--- config.mk ---
export PLATFORM = sky130hd
export DESIGN_NAME = act_sram_arb_flat
export DESIGN_NICKNAME = d
export VERILOG_FILES = /design/src/rtl/act_sram_arb_if.sv /design/src/rtl/act_sram_arb.sv /design/src/flat_wrapper.sv
export SDC_FILE = /design/constraint.sdc
export NUM_CORES = 1
export LEC_CHECK = 0
export ABC_AREA = 1
export CORE_AREA = 5 5 132 134
export CTS_CLUSTER_SIZE = 16
export DETAILED_ROUTE_END_ITERATION = 16
export DIE_AREA = 0 0 137 139
export PLACE_DENSITY = 0.73
export SLEW_MARGIN = 20
export SYNTH_ARGS = -nofsm -noshare
export SYNTH_HDL_FRONTEND = slang
export SYNTH_SLANG_ARGS = --single-unit
--- constraint.sdc ---
create_clock -name clk -period 3.25 [get_ports clk]
set_clock_uncertainty 0.05 [all_clocks]
set_input_delay 0.325 -clock clk [delete_from_list [all_inputs] [get_ports clk]]
set_output_delay 0.325 -clock clk [all_outputs]
set_load 0.01 [all_outputs]
--- src/rtl/act_sram_arb_if.sv ---
// Bus bundle for the activation SRAM arbiter: loader write port, engine
// write/read ports, SRAM command/data port and the error flag.
// Handshake: a write transfers in the cycle where req and gnt are both high
// (gnt is combinational on req). Reads have no back-pressure: every e_rreq
// cycle is accepted and answered by exactly one e_rvalid pulse two cycles later.
// arb_ptr exposes the arbiter priority pointer (0 = loader, 1 = engine).
interface act_sram_arb_if #(
    parameter int DATA_W = 48
);
    logic              l_req;
    logic              l_gnt;
    logic [15:0]       l_addr;
    logic [DATA_W-1:0] l_data;
    logic [3:0]        l_mask;
    logic              l_bcast;

    logic              e_wreq;
    logic              e_wgnt;
    logic [15:0]       e_waddr;
    logic [DATA_W-1:0] e_wdata;
    logic [3:0]        e_wmask;
    logic              e_rreq;
    logic [15:0]       e_raddr;
    logic              e_rvalid;
    logic [DATA_W-1:0] e_rdata;

    logic              sram_csb;
    logic              sram_wsb;
    logic              sram_msb;
    logic [3:0]        sram_wordmask;
    logic [15:0]       sram_waddr;
    logic [15:0]       sram_raddr;
    logic [DATA_W-1:0] sram_wdata;
    logic [DATA_W-1:0] sram_rdata;

    logic              err_addr;
    logic              err_clr;
    logic              arb_ptr;

    modport slave (
        input  l_req, l_addr, l_data, l_mask, l_bcast,
        input  e_wreq, e_waddr, e_wdata, e_wmask, e_rreq, e_raddr,
        input  sram_rdata, err_clr,
        output l_gnt, e_wgnt, e_rvalid, e_rdata,
        output sram_csb, sram_wsb, sram_msb, sram_wordmask,
        output sram_waddr, sram_raddr, sram_wdata,
        output err_addr, arb_ptr
    );

    modport master (
        output l_req, l_addr, l_data, l_mask, l_bcast,
        output e_wreq, e_waddr, e_wdata, e_wmask, e_rreq, e_raddr,
        output sram_rdata, err_clr,
        input  l_gnt, e_wgnt, e_rvalid, e_rdata,
        input  sram_csb, sram_wsb, sram_msb, sram_wordmask,
        input  sram_waddr, sram_raddr, sram_wdata,
        input  err_addr, arb_ptr
    );
endinterface

--- src/rtl/act_sram_arb.sv ---
// Activation SRAM arbiter. Round-robin write arbitration between the loader
// and the engine, a free-running read path, registered SRAM commands, address
// range checking with a sticky error flag.
// Optional feature macro: ACT_SRAM_ARB_RAW_BYPASS_EN forwards masked write
// data to a same-address read issued in the same command cycle.
module act_sram_arb #(
    parameter int DEPTH  = 50176,
    parameter int PLANE  = 784,
    parameter int DATA_W = 48
) (
    input logic           clk,
    input logic           rst,
    act_sram_arb_if.slave bus
);
    localparam int LANES  = 4;
    localparam int LANE_W = DATA_W / LANES;

    typedef enum logic {
        PTR_L = 1'b0,
        PTR_E = 1'b1
    } ptr_t;

    // Out-of-range test; a broadcast write touches four planes, so its last
    // plane must also fit.
    function automatic logic addr_oor(input logic [15:0] a, input logic bcast);
        logic [31:0] a32;
        a32 = {16'd0, a};
        if (bcast) begin
            return (a32 + 32'(3 * PLANE)) >= 32'(DEPTH);
        end
        return a32 >= 32'(DEPTH);
    endfunction

    ptr_t              ptr_q;
    ptr_t              ptr_d;
    logic              l_gnt;
    logic              e_wgnt;

    logic              wr_any;
    logic [15:0]       wr_addr;
    logic [DATA_W-1:0] wr_data;
    logic [3:0]        wr_mask;
    logic              wr_bcast;
    logic              wr_oor;
    logic              wr_ok;
    logic              rd_oor;
    logic              rd_ok;
    logic              err_set;

    logic              csb_q;
    logic              wsb_q;
    logic              msb_q;
    logic [3:0]        mask_q;
    logic [15:0]       waddr_q;
    logic [15:0]       raddr_q;
    logic [DATA_W-1:0] wdata_q;

    logic              s1_valid;
    logic              s1_oor;
    logic              rvalid_q;
    logic              s2_oor;
    logic              err_q;
    logic [DATA_W-1:0] rdata_mux;

    // Priority pointer register.
    always_ff @(posedge clk) begin
        if (rst) begin
            ptr_q <= PTR_L;
        end else begin
            ptr_q <= ptr_d;
        end
    end

    // Grant decode: contention goes to the pointer owner and hands priority
    // to the other side; a lone requester leaves the pointer alone.
    always_comb begin
        ptr_d  = ptr_q;
        l_gnt  = 1'b0;
        e_wgnt = 1'b0;
        if (!rst) begin
            if (bus.l_req && bus.e_wreq) begin
                if (ptr_q == PTR_L) begin
                    l_gnt = 1'b1;
                    ptr_d = PTR_E;
                end else begin
                    e_wgnt = 1'b1;
                    ptr_d  = PTR_L;
                end
            end else begin
                l_gnt  = bus.l_req;
                e_wgnt = bus.e_wreq;
            end
        end
    end

    // Winning write command and range checks for both ports.
    always_comb begin
        wr_any   = l_gnt | e_wgnt;
        wr_addr  = l_gnt ? bus.l_addr : bus.e_waddr;
        wr_data  = l_gnt ? bus.l_data : bus.e_wdata;
        wr_mask  = l_gnt ? bus.l_mask : bus.e_wmask;
        wr_bcast = l_gnt & bus.l_bcast;
        wr_oor   = addr_oor(wr_addr, wr_bcast);
        wr_ok    = wr_any & ~wr_oor;
        rd_oor   = addr_oor(bus.e_raddr, 1'b0);
        rd_ok    = bus.e_rreq & ~rd_oor;
        err_set  = (wr_any & wr_oor) | (bus.e_rreq & rd_oor);
    end

    // SRAM command register; write/read fields hold when not refreshed.
    always_ff @(posedge clk) begin
        if (rst) begin
            csb_q   <= 1'b1;
            wsb_q   <= 1'b1;
            msb_q   <= 1'b1;
            mask_q  <= 4'hF;
            waddr_q <= '0;
            raddr_q <= '0;
            wdata_q <= '0;
        end else begin
            csb_q <= ~(wr_ok | rd_ok);
            wsb_q <= ~wr_ok;
            if (wr_ok) begin
                msb_q   <= ~wr_bcast;
                mask_q  <= wr_mask;
                waddr_q <= wr_addr;
                wdata_q <= wr_data;
            end
            if (rd_ok) begin
                raddr_q <= bus.e_raddr;
            end
        end
    end

    // Read tracking pipeline; reset drops anything in flight.
    always_ff @(posedge clk) begin
        if (rst) begin
            s1_valid <= 1'b0;
            s1_oor   <= 1'b0;
            rvalid_q <= 1'b0;
            s2_oor   <= 1'b0;
        end else begin
            s1_valid <= bus.e_rreq;
            s1_oor   <= rd_oor;
            rvalid_q <= s1_valid;
            s2_oor   <= s1_oor;
        end
    end

    // Sticky error flag; a new error beats a same-cycle clear.
    always_ff @(posedge clk) begin
        if (rst) begin
            err_q <= 1'b0;
        end else if (err_set) begin
            err_q <= 1'b1;
        end else if (bus.err_clr) begin
            err_q <= 1'b0;
        end
    end

`ifdef ACT_SRAM_ARB_RAW_BYPASS_EN
    logic              fwd_hit;
    logic              fwd_q;
    logic [DATA_W-1:0] fwd_data_q;
    logic [3:0]        fwd_mask_q;

    // A masked write and an in-range read to the same word in one command
    // cycle; the SRAM returns pre-write data, so the new lanes are patched in.
    assign fwd_hit = s1_valid & ~s1_oor & ~wsb_q & msb_q & (raddr_q == waddr_q);

    // Capture the write being forwarded alongside the SRAM read.
    always_ff @(posedge clk) begin
        if (rst) begin
            fwd_q      <= 1'b0;
            fwd_data_q <= '0;
            fwd_mask_q <= 4'hF;
        end else begin
            fwd_q      <= fwd_hit;
            fwd_data_q <= wdata_q;
            fwd_mask_q <= mask_q;
        end
    end

    // Lane merge: mask 0 lanes take the written data, mask 1 lanes the old data.
    always_comb begin
        rdata_mux = bus.sram_rdata;
        if (fwd_q) begin
            for (int i = 0; i < LANES; i++) begin
                if (!fwd_mask_q[i]) begin
                    rdata_mux[i*LANE_W +: LANE_W] = fwd_data_q[i*LANE_W +: LANE_W];
                end
            end
        end
    end
`else
    assign rdata_mux = bus.sram_rdata;
`endif

    assign bus.l_gnt         = l_gnt;
    assign bus.e_wgnt        = e_wgnt;
    assign bus.sram_csb      = csb_q;
    assign bus.sram_wsb      = wsb_q;
    assign bus.sram_msb      = msb_q;
    assign bus.sram_wordmask = mask_q;
    assign bus.sram_waddr    = waddr_q;
    assign bus.sram_raddr    = raddr_q;
    assign bus.sram_wdata    = wdata_q;
    assign bus.e_rvalid      = rvalid_q;
    // Out-of-range reads and idle cycles return zero.
    assign bus.e_rdata       = (rvalid_q && !s2_oor) ? rdata_mux : '0;
    assign bus.err_addr      = err_q;
    assign bus.arb_ptr       = ptr_q;

endmodule

--- src/flat_wrapper.sv ---
// flat-port wrapper written by rule: the top's interface ports become plain ports
module act_sram_arb_flat 
#(
    parameter int DEPTH  = 50176,
    parameter int PLANE  = 784,
    parameter int DATA_W = 48
)
  (clk, rst, bus_l_req, bus_l_addr, bus_l_data, bus_l_mask, bus_l_bcast, bus_e_wreq, bus_e_waddr, bus_e_wdata, bus_e_wmask, bus_e_rreq, bus_e_raddr, bus_sram_rdata, bus_err_clr, bus_l_gnt, bus_e_wgnt, bus_e_rvalid, bus_e_rdata, bus_sram_csb, bus_sram_wsb, bus_sram_msb, bus_sram_wordmask, bus_sram_waddr, bus_sram_raddr, bus_sram_wdata, bus_err_addr, bus_arb_ptr);
  act_sram_arb_if #(.DATA_W(DATA_W)) bus_i ();
  input logic clk;
  input logic rst;
  input wire logic [$bits(bus_i.l_req)-1:0] bus_l_req;
  input wire logic [$bits(bus_i.l_addr)-1:0] bus_l_addr;
  input wire logic [$bits(bus_i.l_data)-1:0] bus_l_data;
  input wire logic [$bits(bus_i.l_mask)-1:0] bus_l_mask;
  input wire logic [$bits(bus_i.l_bcast)-1:0] bus_l_bcast;
  input wire logic [$bits(bus_i.e_wreq)-1:0] bus_e_wreq;
  input wire logic [$bits(bus_i.e_waddr)-1:0] bus_e_waddr;
  input wire logic [$bits(bus_i.e_wdata)-1:0] bus_e_wdata;
  input wire logic [$bits(bus_i.e_wmask)-1:0] bus_e_wmask;
  input wire logic [$bits(bus_i.e_rreq)-1:0] bus_e_rreq;
  input wire logic [$bits(bus_i.e_raddr)-1:0] bus_e_raddr;
  input wire logic [$bits(bus_i.sram_rdata)-1:0] bus_sram_rdata;
  input wire logic [$bits(bus_i.err_clr)-1:0] bus_err_clr;
  output wire logic [$bits(bus_i.l_gnt)-1:0] bus_l_gnt;
  output wire logic [$bits(bus_i.e_wgnt)-1:0] bus_e_wgnt;
  output wire logic [$bits(bus_i.e_rvalid)-1:0] bus_e_rvalid;
  output wire logic [$bits(bus_i.e_rdata)-1:0] bus_e_rdata;
  output wire logic [$bits(bus_i.sram_csb)-1:0] bus_sram_csb;
  output wire logic [$bits(bus_i.sram_wsb)-1:0] bus_sram_wsb;
  output wire logic [$bits(bus_i.sram_msb)-1:0] bus_sram_msb;
  output wire logic [$bits(bus_i.sram_wordmask)-1:0] bus_sram_wordmask;
  output wire logic [$bits(bus_i.sram_waddr)-1:0] bus_sram_waddr;
  output wire logic [$bits(bus_i.sram_raddr)-1:0] bus_sram_raddr;
  output wire logic [$bits(bus_i.sram_wdata)-1:0] bus_sram_wdata;
  output wire logic [$bits(bus_i.err_addr)-1:0] bus_err_addr;
  output wire logic [$bits(bus_i.arb_ptr)-1:0] bus_arb_ptr;
  assign bus_i.l_req = bus_l_req;
  assign bus_i.l_addr = bus_l_addr;
  assign bus_i.l_data = bus_l_data;
  assign bus_i.l_mask = bus_l_mask;
  assign bus_i.l_bcast = bus_l_bcast;
  assign bus_i.e_wreq = bus_e_wreq;
  assign bus_i.e_waddr = bus_e_waddr;
  assign bus_i.e_wdata = bus_e_wdata;
  assign bus_i.e_wmask = bus_e_wmask;
  assign bus_i.e_rreq = bus_e_rreq;
  assign bus_i.e_raddr = bus_e_raddr;
  assign bus_i.sram_rdata = bus_sram_rdata;
  assign bus_i.err_clr = bus_err_clr;
  assign bus_l_gnt = bus_i.l_gnt;
  assign bus_e_wgnt = bus_i.e_wgnt;
  assign bus_e_rvalid = bus_i.e_rvalid;
  assign bus_e_rdata = bus_i.e_rdata;
  assign bus_sram_csb = bus_i.sram_csb;
  assign bus_sram_wsb = bus_i.sram_wsb;
  assign bus_sram_msb = bus_i.sram_msb;
  assign bus_sram_wordmask = bus_i.sram_wordmask;
  assign bus_sram_waddr = bus_i.sram_waddr;
  assign bus_sram_raddr = bus_i.sram_raddr;
  assign bus_sram_wdata = bus_i.sram_wdata;
  assign bus_err_addr = bus_i.err_addr;
  assign bus_arb_ptr = bus_i.arb_ptr;
  act_sram_arb #(.DEPTH(DEPTH), .PLANE(PLANE), .DATA_W(DATA_W)) u_core (.clk(clk), .rst(rst), .bus(bus_i));
endmodule
==> metrics.md <==
| Metric | Value |
|---|---|
| Initial DRC count | 262 |
| Setup CP Type | in2out |
| Kind of end point of the critical path | output pin |
| Multi-input logic area | 2399 um2 |
| Number of cells upsized or downsized after cts | 0 |
| Vias in the first global route | 5494 |
| Final hold violation count | 0 |
| Core Box Area | around 16000 um2 |
| Drt pass-1 iters | 5 |
| Placed cell area | between 8000 and 9000 um2 |
| Unrepaired setup endpoints after global routing | no |
| Critical-path maximum fanout | 27 |
| Die width | 137 um |
| Total placed cells including tap cells | 1399 |
| Sequential share of power | about two fifths |
| Number of port buffers | roughly 350 |
| Share of layout cells above drive strength 1 | ~3.2% |
| Top cell type's share of synthesized area | 37.36% |
| Initial core utilization | 30.82% |
| Crit Reg-Reg Endpoint | u_core.bus.sram_wdata[18]$_SDFFE_PP0N_ |
| Antenna violations before repair | 0 |
| Max-cap violation count | 0 |
| Clk pwr share | 30.4% |
| Hold path cells | 2 |
| Relative slew slack | 67.91% |
| Int Power | 2.363 mW |
| CTS tree | built |
| Mapped Nets | about 1100 |
| Max Slew Vio Count | 0 |
| Worst hold margin | between 300 and 400 ps |
| Yosys warnings | 0 |
| Syn Inst Count | 865 |
| Dpl ws | 310.8 ps |
| Register area share after synthesis | between 30 and 40% |
| Pleak | around 4.4 nW |
| Num rows | 47 |
| Post-DP HPWL | 15040 um |
| Final Non-Filler Cells | 1415 |
| Distinct cell type count after synthesis | 24 |
| CP Launch Type | input pin |
| Setup violators final | 0 |
| Inserted Diodes | 0 |
| Routed length per instance | roughly 13 um |
| Hold Crit Class | reg2reg |
| Vias | 5891 |
| Post-synth top cells | nand2_1, nor2_1, inv_1 |
| Combinational Power Share | a little under a third |
| Hold_buf cts | 0 |
| Most area-consuming cells after synthesis | dfxtp_1, nand2_1, nor2_1 |
| F_max | 0.3661 GHz |
| Die Y | ~140 um |
| Number of flops mapped to enable cells by yosys | 0 |
| Vias per inst | 4.163 |
| Maximum vdd drop | 305.8 uV |
| Setup_tns | 0 ps |
| Post-CTS Setup Bufs | 0 |
| Number of remaining DRC errors | 0 |
| Synth-to-layout area growth | 78.61% |
| Setup WS post-layout | 518.7 ps |
| R2R setup slack | 850 ps |
| Fill cells | 1577 |
| Synthesized area | between 4000 and 5000 um2 |
| Largest net degree at the start of global routing | 54 |
| ANT nets after route | 0 |
| Hold endpoint | u_core.s2_oor$_SDFF_PP0_ |
| Clock buffer depth | 2 |
| Final Instance Area | 8901 um2 |
| Min-delay src | u_core.s1_oor$_SDFF_PP0_ |
| Min Tclk post-route | 2731 ps |
| Global-route total usage across every layer | 18.54% |
| Post-synth top area cell | dfxtp_1 |
| Path depth of the worst reg2reg path | 11 |
| Outcome | complete, no violations |
| Clk slew on worst S/H paths | 70 ps |
| Top-Level Pins | 347 |
| Worst EP arrival | between 2000 and 2500 ps |
| Clock latency on the worst-skew pair | 340 ps |
| Sequential Area | about 1900 um2 |
| Syn avg cell area | 5.761 um2 |
| Sw Ratio | 29.43% |
| # clock sinks | 93 |
| Fin crit share | 84.04% |
| P_sw | 0.9855 mW |
| Count leader, synth | nand2_1 |
| Nets | 1397 |
| H-tree level count | 3 |
| First-pass GRT wire length | ~28000 um |
| Reg-to-Reg Start | u_core.bus.arb_ptr$_SDFFE_PP0N_ |
| Clock Tree Root | clkbuf_16 |
| GP Congestion | 0.8512 |
| Die area | about 19000 um2 |
| CTS Buf Count | 9 |
| Required @ worst endpoint | 2870 ps |
| WL final | 18910 um |
| Gr ovfl total | 0 |
| PwrDens | 376.2 nW/um2 |
| #FFs+latches synth | 93 |
| Slew of the pin with the lowest slew margin | 481.4 ps |
| Fin util | 55.04% |
| Post-synth top flop | dfxtp_1 |
| Async SR Flop Fraction | 0% |
| Power after layout | between 3 and 4 mW |
==> cells in the final DEF (no fill, tap or decap), drive strengths merged <==
cell type and count:
o21a 1, o22ai 1, clkdlybuf4s50 346, a21oi 6, mux2i 5, nor2 220
inv 132, o21ai 19, nand2 316, nand3b 5, dfxtp 93, a31oi 1
clkinvlp 1, clkbuf 10, buf 13, clkinv 2, nand3 24
==> how the worst max path moves through the flow <==
stage | startpoint | to | slack (ps) | cells past startpoint
6_report | bus_l_req | bus_l_gnt | 520 | 7
3_3_place_gp | bus_l_req | u_core.bus.sram_wdata[4]$_SDFFE_PP0N_ | 410 | 14
4_1_cts | bus_l_req | bus_l_gnt | 520 | 7
5_1_grt | bus_l_req | bus_l_gnt | 410 | 7
3_5_place_dp | bus_l_req | u_core.bus.sram_wdata[0]$_SDFFE_PP0N_ | 310 | 14
2_1_floorplan | u_core.bus.arb_ptr$_SDFFE_PP0N_ | u_core.bus.sram_waddr[14]$_SDFFE_PP0N_ | 1270 | 16
==> critical path, cell delays in order <==
cell and delay, ps:
clkdlybuf4s50_1 520, inv_1 100, nor2_4 190, nand2_4 150, inv_2 120, buf_4 310
clkdlybuf4s50_1 610
==> sequential cells by signal, indices dropped and copies added (netlist names), 4 cells and up <==
signal / count
u_core.bus.sram_raddr: 16
u_core.bus.sram_waddr: 16
u_core.bus.sram_wdata: 48
u_core.bus.sram_wordmask: 4
==> layout make-up <==
type / instances / share of cell area (%)
clock buffers: 10 / 2.685
inverters: 129 / 5.440
repair buffers: 359 / 40.43
multi-input cells: 598 / 26.95
clock inverters: 6 / 0.4920
flip-flops and latches: 93 / 20.92
well taps: 220 / 3.092
==> logic make-up (layout without fill, tap and decap cells) <==
| group | count (synthesis) | in the layout | share of synthesized area (%) |
|---|---|---|---|
| compound gates | 28 | 28 | 2.988 |
| mux | 5 | 5 | 1.004 |
| simple gates | 565 | 565 | 44.14 |
| flops | 93 | 93 | 37.36 |
| buf+inv | 174 | 504 | 14.51 |
==> power by group through the flow <==
| stage | combinational (mW) | sequential (mW) | clock [mW] |
|---|---|---|---|
| 2_1_floorplan | 0.396 | 1.37 | 0 |
| 3_3_place_gp | 1.03 | 1.32 | 0 |
| 3_5_place_dp | 1.04 | 1.33 | 0 |
| 4_1_cts | 1.04 | 1.30 | 1.04 |
| 5_1_grt | 1.14 | 1.31 | 1.10 |
| 6_report | 1.03 | 1.30 | 1.02 |
==> routing by layer <==
metal | wire [um] | vias up | GRT usage (%)
li1 | - | 3149 | -
met1 | 6863 | 2509 | 18.94
met2 | 9603 | 209 | 34.39
met3 | 2094 | 24 | 7.003
met4 | 350 | 0 | 5.725
met5 | 0 | - | 0
Note: power is estimated with default switching activity, not from simulation.
